`src/rtl/gerenciador_estabelecidos_mp.sv`:
```
// Multi-port store of per-node established flags with sequenced clear sweep,
// registered read ports, write-first bypass and a live nonzero-entry count.
module gerenciador_estabelecidos_mp #(
  parameter int DATA_WIDTH = 1,
  parameter int ADDR_WIDTH = 8,
  parameter int NUM_RD     = 2
) (
  input  logic                         clk,
  input  logic                         rst_n,
  input  logic                         clear_in,
  output logic                         busy_out,
  input  logic                         write_en_in,
  input  logic [ADDR_WIDTH-1:0]        write_addr_in,
  input  logic [DATA_WIDTH-1:0]        write_data_in,
  input  logic [NUM_RD-1:0]            read_en_in,
  input  logic [NUM_RD*ADDR_WIDTH-1:0] read_addr_in,
  output logic [NUM_RD*DATA_WIDTH-1:0] read_data_out,
  output logic [NUM_RD-1:0]            read_valid_out,
  output logic [ADDR_WIDTH:0]          count_out
);

  localparam int MEM_SIZE = 2 ** ADDR_WIDTH;
  localparam logic [ADDR_WIDTH-1:0] LAST_ADDR = '1;
  localparam logic [ADDR_WIDTH-1:0] ADDR_ONE  = 1;
  localparam logic [ADDR_WIDTH:0]   CNT_ONE   = 1;

  typedef enum logic {IDLE, CLEAR} state_t;

  state_t                state;
  logic [ADDR_WIDTH-1:0] sweep_addr;
  logic [DATA_WIDTH-1:0] mem [MEM_SIZE];
  logic [DATA_WIDTH-1:0] old_data;
  logic                  wr_accept;
  logic [DATA_WIDTH-1:0] rd_word [NUM_RD];

  // Clear has priority over a write presented in the same IDLE cycle.
  assign wr_accept = (state == IDLE) && write_en_in && !clear_in;
  assign old_data  = mem[write_addr_in];

  always_ff @(posedge clk) begin
    if (state == CLEAR)
      mem[sweep_addr] <= '0;
    else if (wr_accept)
      mem[write_addr_in] <= write_data_in;
  end

  always_ff @(posedge clk or negedge rst_n) begin
    if (!rst_n) begin
      state      <= CLEAR;
      sweep_addr <= '0;
      busy_out   <= 1'b1;
      count_out  <= '0;
    end else begin
      case (state)
        CLEAR: begin
          if (sweep_addr == LAST_ADDR) begin
            state      <= IDLE;
            busy_out   <= 1'b0;
            sweep_addr <= '0;
          end else begin
            sweep_addr <= sweep_addr + ADDR_ONE;
          end
        end
        default: begin
          if (clear_in) begin
            state     <= CLEAR;
            busy_out  <= 1'b1;
            count_out <= '0;
          end else if (write_en_in) begin
            if (old_data == '0 && write_data_in != '0)
              count_out <= count_out + CNT_ONE;
            else if (old_data != '0 && write_data_in == '0)
              count_out <= count_out - CNT_ONE;
          end
        end
      endcase
    end
  end

  // Array reads as empty during a sweep; same-address writes bypass to readers.
  always_comb begin
    for (int k = 0; k < NUM_RD; k++) begin
      rd_word[k] = mem[read_addr_in[k*ADDR_WIDTH +: ADDR_WIDTH]];
      if (state == CLEAR)
        rd_word[k] = '0;
      else if (wr_accept && write_addr_in == read_addr_in[k*ADDR_WIDTH +: ADDR_WIDTH])
        rd_word[k] = write_data_in;
    end
  end

  always_ff @(posedge clk or negedge rst_n) begin
    if (!rst_n) begin
      read_data_out  <= '0;
      read_valid_out <= '0;
    end else begin
      for (int k = 0; k < NUM_RD; k++) begin
        read_valid_out[k] <= read_en_in[k];
        if (read_en_in[k])
          read_data_out[k*DATA_WIDTH +: DATA_WIDTH] <= rd_word[k];
      end
    end
  end

endmodule

```
`config.mk`:
```
export PLATFORM = sky130hd
export DESIGN_NAME = gerenciador_estabelecidos_mp
export DESIGN_NICKNAME = d
export VERILOG_FILES = /design/src/rtl/gerenciador_estabelecidos_mp.sv
export SDC_FILE = /design/constraint.sdc
export NUM_CORES = 1
export LEC_CHECK = 0
export ABC_AREA = 1
export BUFFER_PORTS_ARGS = -buffer_cell sky130_fd_sc_hd__clkbuf_2
export CORE_ASPECT_RATIO = 0.7
export CORE_MARGIN = 1.5
export CORE_UTILIZATION = 24
export DETAILED_ROUTE_END_ITERATION = 10
export GPL_TIMING_DRIVEN = 0
export HOLD_SLACK_MARGIN = 0.06
export PLACE_DENSITY = 0.39
export SLEW_MARGIN = 20
export SYNTH_ARGS = -nofsm -noshare
export SYNTH_HDL_FRONTEND = slang
export SYNTH_SLANG_ARGS = --single-unit
```
`constraint.sdc`:
```
create_clock -name clk -period 20.7 [get_ports clk]
set_clock_uncertainty 0.05 [all_clocks]
set_input_delay 5.175 -clock clk [delete_from_list [all_inputs] [get_ports clk]]
set_output_delay 5.175 -clock clk [all_outputs]
set_load 0.05 [all_outputs]
```
Word-level counts from Yosys, hierarchy flattened:

Memory sizes are Yosys's and may differ from the RTL's.
Index checks and enable logic that the tools add are counted.

* divide/modulo/power cells: 0
* $mul: 0
* add/sub/neg operators: 3
* shift-type cells: 0
* $lt $le $gt $ge: 0
* equal/unequal tests: 4
* reduce and logical (&&, ||, !) cells: 13
* muxes and demuxes: 23
* bitwise gates (word level): 3

Operator list (count)
* $mux W9: 4
* $mux W1: 17
* $eq A8 B8 Y1: 2
* $mux W8: 2
* $add A9 B1 Y9 const B: 1
* $sub A9 B1 Y9 const B: 1
* $add A8 B1 Y8 const B: 1
* $eq A8 B8 Y1 const B: 1
* $logic_and A1 B1 Y1: 6
* $reduce_bool A2 Y1: 2
* $not A1 Y1: 3
* $reduce_and A3 Y1: 1
* $reduce_bool A3 Y1: 1
* $ne A2 B1 Y1 const B: 1
* $reduce_and A2 Y1: 1
* $logic_not A1 Y1: 1
* $reduce_or A1 Y1: 1

* latch bits: 0
* RAM bits: 256
* memories kept: 1
* output and inout bits: 14
* bits in registers: 23
* memory bits (read-only): 0
* logic and storage cells: 54

Memories
* mem: words 256, width 1, read ports 3, clocked after Yosys merged registers in 0, write ports 1, RTL line 31 `logic [DATA_WIDTH-1:0] mem [MEM_SIZE];`

Logic depth before layout (Yosys ltp):

* word-level depth: 8
* mapped depth: 27
* depth with buffers taken out: 24

Worst setup path after synthesis:

OpenSTA, ideal clock, no wires.

* path kind: input to register
* from: input write_en_in
* to: memory mem[0], data pin
* data arrival time: 11.529 ns
* path slack: 7.734 ns
* cell stages on the path: 5
* data required time: 19.262 ns
* path through: inv_1 -> nor2_4 -> nand2_4 -> buf_4 -> nor2_1

* longest elaborated chain between the ends: 7

RTL lines
* start, declared: RTL line 12 `input logic write_en_in,`
* $logic_and A1 B1 Y1 (2 in a row): RTL line 37 `assign wr_accept = (state == IDLE) && write_en_in && !clear_in;`
* $mux W1: RTL line 43 `else if (wr_accept)`
* $mux W1: RTL line 41 `if (state == CLEAR)`
* $mux W1 (not written as such): RTL line 44 `mem[write_addr_in] <= write_data_in;`
* $reduce_or A1 Y1 (no source line)
* $mux W1 (no source line)
* end, declared: RTL line 31

Every way passes these cells.

Worst setup path in the final report:

* from: input write_addr_in[3]
* to: register count_out[7]

* longest elaborated chain between the ends: 6
* elaborated cells on any way between the ends: 9
* those cells by class: 3 x mux; 1 x bitwise; 4 x reduce/logical; 1 x memory

RTL lines
* start, declared: RTL line 13 `input logic [ADDR_WIDTH-1:0] write_addr_in,`
* $mem_v2 Z256 W1 (*)
* $not A1 Y1: RTL line 70 `if (old_data == '0 && write_data_in != '0)`
* $logic_and A1 B1 Y1: RTL line 70
* $mux W9: RTL line 70
* $mux W9: RTL line 69 `end else if (write_en_in) begin`
* $mux W9: RTL line 65 `if (clear_in) begin`
* end signal, assigned: RTL line 71 `count_out <= count_out + CNT_ONE;`
* end signal, assigned: RTL line 73 `count_out <= count_out - CNT_ONE;`
* end, declared: RTL line 19 `output logic [ADDR_WIDTH:0] count_out`

Mark *: on every way between the ends. The rest lies on a longest branch, timed or not. The select of a mux whose other input is x is not followed.
A chain may end at the register's enable or synchronous reset.

==> metrics.md <==
| Metric | Value |
|---|---|
| Status | `finished, final reports clean` |
| Die area | `77000 µm²` |
| Global Route met3 Usage | `0.0989` |
| Post_cts resized | `0` |
| Vias per inst | `5.87` |
| Pins over their slew limit | `0` |
| Post-synth top area share | `0.426` |
| Endpoints failing setup | `0` |
| Worst-path clk slew | `0.06 ns` |
| H-tree depth | `2` |
| Post-synth net total | `2479` |
| Die height | `233 µm` |
| Port Buffers | `35` |
| Yosys top cell by area | `edfxtp_1` |
| Drt total wl | `120 mm` |
| Req. time, crit path | `21.15 ns` |
| WL per Instance | `34.1 µm` |
| Pwr Density | `71.3 nW/µm²` |
| CP startpoint kind | `input pin` |
| Grt ovf | `0` |
| CTS tree | `yes` |
| Fillers | `8116` |
| Synth area leaders | `edfxtp_1, nor2_1, nand2_1` |
| Worst Path Max Fanout | `12` |
| Cts-stage hold buffer count | `0` |
| Setup bufs post-CTS | `0` |
| Asr flop ratio synth | `0.0824` |
| YS warnings | `0` |
| Initial core utilization | `0.244` |
| Clk sinks | `279` |
| Placer Congestion | `1.05` |
| Most numerous cell in the Yosys netlist | `nor2_1` |
| Post-synthesis register bit count | `279` |
| Grt met1 use | `0.447` |
| Tmin final | `9.21 ns` |
| RSZ-0062 raised after global routing | `false` |
| Max Freq | `109 MHz` |
| Worst setup path category | `in -> reg` |
| CTS buffer count | `34` |
| Initial DRC Count | `4151` |
| Hpwl dp | `87.2 mm` |
| CTS Buffer Depth | `3` |
| Die Wd | `331 µm` |
| Register area share after synthesis | `0.458` |
| Arrival @ worst endpoint | `9.66 ns` |
| Period utilization | `0.445` |
| Worst slew pin tran | `1.40 ns` |
| GR peak layer | `met1` |
| Slew Limit Headroom | `0.0641` |
| Share of layout cells above drive strength 1 | `0.0787` |
| Vias | `20700` |
| Hold Crit Class | `reg -> reg` |
| Initial antenna violation count | `15` |
| Sum Neg Setup Slack | `0 ns` |
| Synth unique cells | `42` |
| Root Driver | `clkbuf_16` |
| Synth cell count leaders | `nor2_1, nand2_1, nand3_1` |
| Nets | `2558` |
| Post-Syn Area | `18100 µm²` |
| Overall power | `0.00148 W` |
| Max-cap viol count | `0` |
| Met2 GRT Util | `0.413` |
| Synth Instances | `2438` |
| Fin. Hold Viols | `0` |
| Total Routing Usage GR | `0.308` |
| Row count | `83` |
| Synth Flop Type | `edfxtp_1` |
| Avg Cell Area, Syn | `7.41 µm²` |
| Vias in the first global route | `18900` |
| P_leak | `7.61 nW` |
| EDFF count, synth | `256` |
| Worst VDD drop | `0.0000432 V` |
| CP Capture Type | `register` |
| Num ports | `45` |
| Clock latency on the worst-skew pair | `0.60 ns` |
| Core Footprint | `73900 µm²` |
| Number of routed nets with antenna violations | `0` |
| Drt pass-1 iters | `6` |
| Pin count of the biggest net entering global routing | `42` |
| Residual DRC | `0` |
| P&R area growth vs syn | `14.9%` |
| Final hold slack | `0.435 ns` |
| First-pass GRT wire length | `160 mm` |
sequential cells by signal, indices dropped and copies added (netlist names):
register        count
busy_out            1
state               1
read_data_out       2
read_valid_out      2
count_out           9
sweep_addr          8
mem               256
cells in the final DEF, fill, tap and decap left out, types with 3 or more instances in the layout:
master,synthesis,layout
nor2_1,537,536
buf_2,50,52
clkbuf_16,0,35
nand3_1,337,337
o21ai_0,281,281
nand2_1,514,514
diode_2,0,3
nand2_4,3,3
buf_12,0,3
ha_1,9,9
o21ai_1,5,5
clkbuf_1,104,103
buf_4,12,12
o21ai_2,3,3
xnor2_1,5,5
a21oi_1,22,22
edfxtp_1,256,256
clkbuf_2,0,43
bufinv_16,0,3
clkinvlp_4,0,3
xor2_1,8,8
o22ai_1,128,128
dfrtp_1,21,21
inv_2,5,5
nor3_1,7,7
buf_16,0,5
nand4_1,18,18
nor2_2,3,3
buf_6,13,13
clkinv_1,7,15
inv_1,52,52
buf_1,15,13
per-layer routing:
metal | up-vias | wire length [µm]
li1 | 8524 | -
met5 | - | 0
met2 | 1682 | 45700
met1 | 10100 | 52800
met4 | 0 | 5550
met3 | 325 | 16200
kinds of logic (layout without fill, tap and decap cells):
kind of cell	Yosys count	in the layout	share of synthesized area
xor gates and xnor gates	13	13	0.00630
AOI/OAI and AO/OA	445	445	0.134
DFF	279	279	0.458
adders and majority gates	10	10	0.00734
and+or+nand+nor	1431	1431	0.329
other	0	3	0
buffers and inverters	260	363	0.0661
critical path, cell delays in order:
cell and delay (ns):
clkbuf_2 0.12, buf_2 0.37, buf_1 0.94, nand3_1 0.34, nand3_1 0.27, nand2_1 0.16
nand2_1 0.10, nand3_1 0.10, nand3_2 0.11, nand3_4 0.20, ha_1 0.35, nand2_1 0.07
nor2_1 0.04, a211oi_1 0.35, nor2_1 0.07, o21ai_0 0.18, nand2_1 0.10, nand2_1 0.08
nand2_1 0.06, a21oi_1 0.16, xnor2_1 0.14, nand2_1 0.08, nand2_1 0.08
layout make-up:
cell class              count  area [µm²]  share of cell area
multi-input cells        1899        8610               0.415
flip-flops and latches    279        8270               0.398
well taps                 977        1220              0.0589
plain buffers             195         961              0.0463
clock buffers              42         902              0.0435
repair buffers             43         373              0.0180
inverters                  65         246              0.0119
clock inverters            18         170             0.00820
diodes                      3        7.51            0.000362
through the flow:
stage          utilization  worst slack (ns)  std cells  instance area [µm²]
4_1_cts              0.281             11.73       3518                20700
3_5_place_dp         0.266             11.17       3458                19700
6_report             0.281             11.49       3521                20800
5_1_grt              0.281             11.42       3518                20800
3_3_place_gp         0.263              1.71       3450                19500
2_1_floorplan            -              7.73       2438                18100
final timing paths:
kind	startpoint	end	slack, ns	cells past startpoint
worst max-delay path	write_addr_in[3]	count_out[7]	11.49	23
worst min-delay path	read_data_out[0]	read_data_out[0]	0.43	2
worst max register to register	mem[219]	count_out[7]	16.82	23
worst min register to register	read_data_out[0]	read_data_out[0]	0.43	2
max in group asynchronous	rst_n	sweep_addr[1]	15.58	1
min in group asynchronous	rst_n	count_out[8]	4.59	1
power breakdown:
group,internal [W],total (W),switching [W]
clock,0.000348,0.000617,0.000270
combinational,0.0000563,0.000253,0.000197
sequential,0.000608,0.000609,0.00000179
total,0.00101,0.00148,0.000468
Note: power is estimated with default switching activity, not from simulation.
